===== src/rtl/cc_branch_eval.sv =====
// LC-3b commit-stage condition codes: N/Z/P generation, CC register and branch resolution.
// Optional MISPREDICT_EN adds br_valid/predict_in ports and the mispredict flag.
module cc_branch_eval #(
  parameter int unsigned data_width = 16
) (
  input  logic                  clk,
  input  logic                  clr,
  input  logic                  ld_cc,
  input  logic [data_width-1:0] value_in,
  input  logic [2:0]            dest_in,
  output logic [2:0]            gencc_out,
  output logic [2:0]            cc_out,
  output logic                  branch_enable
`ifdef MISPREDICT_EN
  ,
  input  logic                  br_valid,
  input  logic                  predict_in,
  output logic                  mispredict
`endif
);

  localparam logic [2:0] CcN = 3'b100;
  localparam logic [2:0] CcZ = 3'b010;
  localparam logic [2:0] CcP = 3'b001;

  logic [2:0] gencc;
  logic [2:0] cc_d;
  logic [2:0] cc_q;

  // Signed view of the result: sign bit first, then zero test; one-hot by construction.
  always_comb begin
    gencc = CcP;
    if (value_in[data_width-1]) begin
      gencc = CcN;
    end else if (value_in == '0) begin
      gencc = CcZ;
    end
  end

  always_comb begin
    cc_d = cc_q;
    if (ld_cc) begin
      cc_d = gencc;
    end
  end

  always_ff @(posedge clk) begin
    if (clr) begin
      cc_q <= CcZ;
    end else begin
      cc_q <= cc_d;
    end
  end

  assign gencc_out = gencc;
  assign cc_out    = cc_q;

  // Branches resolve against the committed CC only, so a same-cycle load is not visible yet.
  assign branch_enable = |(cc_q & dest_in);

`ifdef MISPREDICT_EN
  assign mispredict = br_valid & (branch_enable != predict_in);
`endif

endmodule


===== config.mk =====
export PLATFORM = sky130hd
export DESIGN_NAME = cc_branch_eval
export DESIGN_NICKNAME = d
export VERILOG_FILES = /design/src/rtl/cc_branch_eval.sv
export SDC_FILE = /design/constraint.sdc
export NUM_CORES = 1
export LEC_CHECK = 0
export BUFFER_PORTS_ARGS = -buffer_cell sky130_fd_sc_hd__clkbuf_2
export CORE_AREA = 2 2 39 41
export CTS_CLUSTER_DIAMETER = 150
export DETAILED_ROUTE_END_ITERATION = 10
export DIE_AREA = 0 0 41 43
export HOLD_SLACK_MARGIN = 0.06
export SLEW_MARGIN = 20
export SYNTH_ARGS = -nofsm -noshare
export SYNTH_HDL_FRONTEND = slang
export SYNTH_SLANG_ARGS = --single-unit

===== constraint.sdc =====
create_clock -name clk -period 0.8 [get_ports clk]
set_input_delay 0.04 -clock clk [delete_from_list [all_inputs] [get_ports clk]]
set_output_delay 0.04 -clock clk [all_outputs]
set_load 0.03 [all_outputs]

==> impl_metrics.json <==
{
  "status": "complete, but fails checks",
  "violations": "negative setup slack",
  "clockRootBuffer": "clkbuf_4",
  "critPathKind": "reg -> out",
  "peakVddDrop_mv": 0.399,
  "tightest_slew_ps": 322,
  "placementRows": 14,
  "wire_per_inst_um": 10.5,
  "cp-endpoint": "branch_enable",
  "p_leak_uw": 0.000283,
  "synth.distinct_cells": 15,
  "antenna_found_initial": 0,
  "finalHoldViolations": 0,
  "placed_cell_area_um2": 402,
  "fmax_ghz": 0.862,
  "die_area_um2": 1760,
  "diodes": 0,
  "grtUsageTotal": 0.106,
  "yosys_warnings": 0,
  "io_buffers": 28,
  "vias_per_cell": 4.28,
  "layout-drive-gt1-share": 0.850,
  "multi_input_area_um2": 156,
  "ys_seq_area_frac": 0.314,
  "num-fill-cells": 141,
  "slew_viol_final": 0,
  "post-route-util": 0.412,
  "synth_area_per_cell_um2": 9.12,
  "reg2reg_to": "cc_out[1]$_SDFFE_PP1P_",
  "clk_latency_ps": 240,
  "rr_worst_depth": 3,
  "rsz0062_at_grt": "true",
  "ys_seq_elements": 3,
  "cts_tree": "done",
  "drt-total-wl_um": 796,
  "synth_top_area_frac": 0.314,
  "reg2reg_from": "cc_out[1]$_SDFFE_PP1P_",
  "cts_buffers": 3,
  "dp_hpwl_um": 571,
  "end_kind": "output port",
  "ios": 29,
  "start_util": 0.138,
  "netlist_top_cells_area": "dfxtp_1 (31%), nor4_2 (13%), o32ai_2 (8.5%)",
  "fin_setup_tns_ps": -759,
  "routabilityCongestion": 0.599,
  "vias": 325,
  "ys.flop_type": "dfxtp_1",
  "synth_common_cells": "dfxtp_1 (3), inv_1 (2), nor2_1 (2), nor4_1 (2), nor4_2 (2)",
  "fin_worst_skew_ps": 0,
  "synth_fp_nets": 43,
  "drc_errors": 0,
  "die_h_um": 43,
  "grt_overflow": 0,
  "cts_sinks": 3,
  "final_nets": 83,
  "crit_fanout": 2,
  "drt_iter0_markers": 4,
  "synthToLayoutAreaGrowth_pct": 198,
  "synth_most_common_cell": "dfxtp_1",
  "yosysTopAreaCell": "dfxtp_1",
  "ant_nets": 0,
  "cp-start-kind": "flip-flop",
  "final-setup-viol-count": 6,
  "fin_ws_ps": -361,
  "grt_pass1_vias": 325,
  "syn-cell-area_um2": 191,
  "async_flop_share": 0,
  "p_total_uw": 699,
  "hp-class": "in -> reg",
  "crit_start": "cc_out[0]$_SDFFE_PP0P_",
  "clkTransAtPathRegs_ps": 40,
  "synth_edf_count": 0,
  "largest_register_ffs": 3,
  "htree_num_levels": 1,
  "p_per_area_nw_per_um2": 1230,
  "relSlewSlack": 0.785,
  "fin_area_um2": 571,
  "seq_area_um2": 66.3,
  "core_area_um2": 1380,
  "reg2reg_setup_slack_ps": 80,
  "pre_cts_ws_ps": -169,
  "period_share": 1.45,
  "finalCriticalPeriod_ps": 1160,
  "drv_cap": 0,
  "grt_pass1_wl_mm": 1.12,
  "fp.dieW_um": 41,
  "drt_pass1_iterations": 4,
  "grt_max_degree": 5,
  "postSynthCellCount": 21,
  "critPathArrivalTime_ps": 1120,
  "cts_max_path_buffers": 2,
  "required_ps": 760
}
==> worst min path at each step <==
stage	cells past startpoint	slack [ps]	to	from
2_1_floorplan	1	100	cc_out[2]$_SDFFE_PP0P_	clr
3_3_place_gp	2	260	cc_out[2]$_SDFFE_PP0P_	clr
3_5_place_dp	2	260	cc_out[2]$_SDFFE_PP0P_	clr
4_1_cts	3	100	cc_out[2]$_SDFFE_PP0P_	ld_cc
5_1_grt	3	90	cc_out[1]$_SDFFE_PP1P_	clr
6_report	3	60	cc_out[1]$_SDFFE_PP1P_	clr
==> area by class of cell <==
type / count / area share
tap: 16 / 0.0351
timing repair buffer: 36 / 0.509
multi-input combinational: 14 / 0.274
inverter: 3 / 0.0197
sequential: 3 / 0.116
clock buffer: 4 / 0.0461
==> stage by stage <==
stage / hold WS, ps / instances
2_1_floorplan: 105 / 21
3_3_place_gp: 260 / 69
3_5_place_dp: 264 / 69
4_1_cts: 101 / 78
5_1_grt: 88.4 / 76
6_report: 60.5 / 76
==> kinds of logic (layout without fill, tap and decap cells) <==
kind of cell    Yosys count  count (layout)  synth area share
mux                       1               1            0.0523
simple gates              9               9             0.346
compound gates            4               4             0.190
flops                     3               3             0.314
buf+inv                   4              43            0.0980
==> per-layer routing <==
layer  share of wire  global-route usage
met1            0.27              0.0635
met2            0.55               0.194
met3            0.12              0.0157
met4           0.055               0.140
met5               0                   0
==> cell usage in the layout, fill, tap and decap left out, drive strengths merged, types with 2 or more instances in the layout <==
master and instances:
nor2 2, dfxtp 3, nand2b 2, clkbuf 25, nor4 4, buf 13, inv 3
==> power breakdown <==
group | leakage, uW | total [uW] | internal (uW) | switching (uW)
clock | 0.0000150 | 280 | 188 | 91.8
combinational | 0.000243 | 253 | 139 | 114
sequential | 0.0000258 | 166 | 160 | 6.17
==> critical path, stage by stage, from the launching register on <==
cell and delay [ps]:
dfxtp_4 330, a222oi_1 340, inv_2 70, buf_8 140
==> repair_timing <==
item | CTS | global route
endpoints found under the hold margin | 2 | 0
setup endpoints to repair | 6 | 8
cloned | 0 | 0
hold buffers | 3 | 0
pin swaps | 3 | 4
resized for setup | 17 | 14
buffers inserted | 2 | 1
No activity file was read; power rests on OpenSTA's default activity.
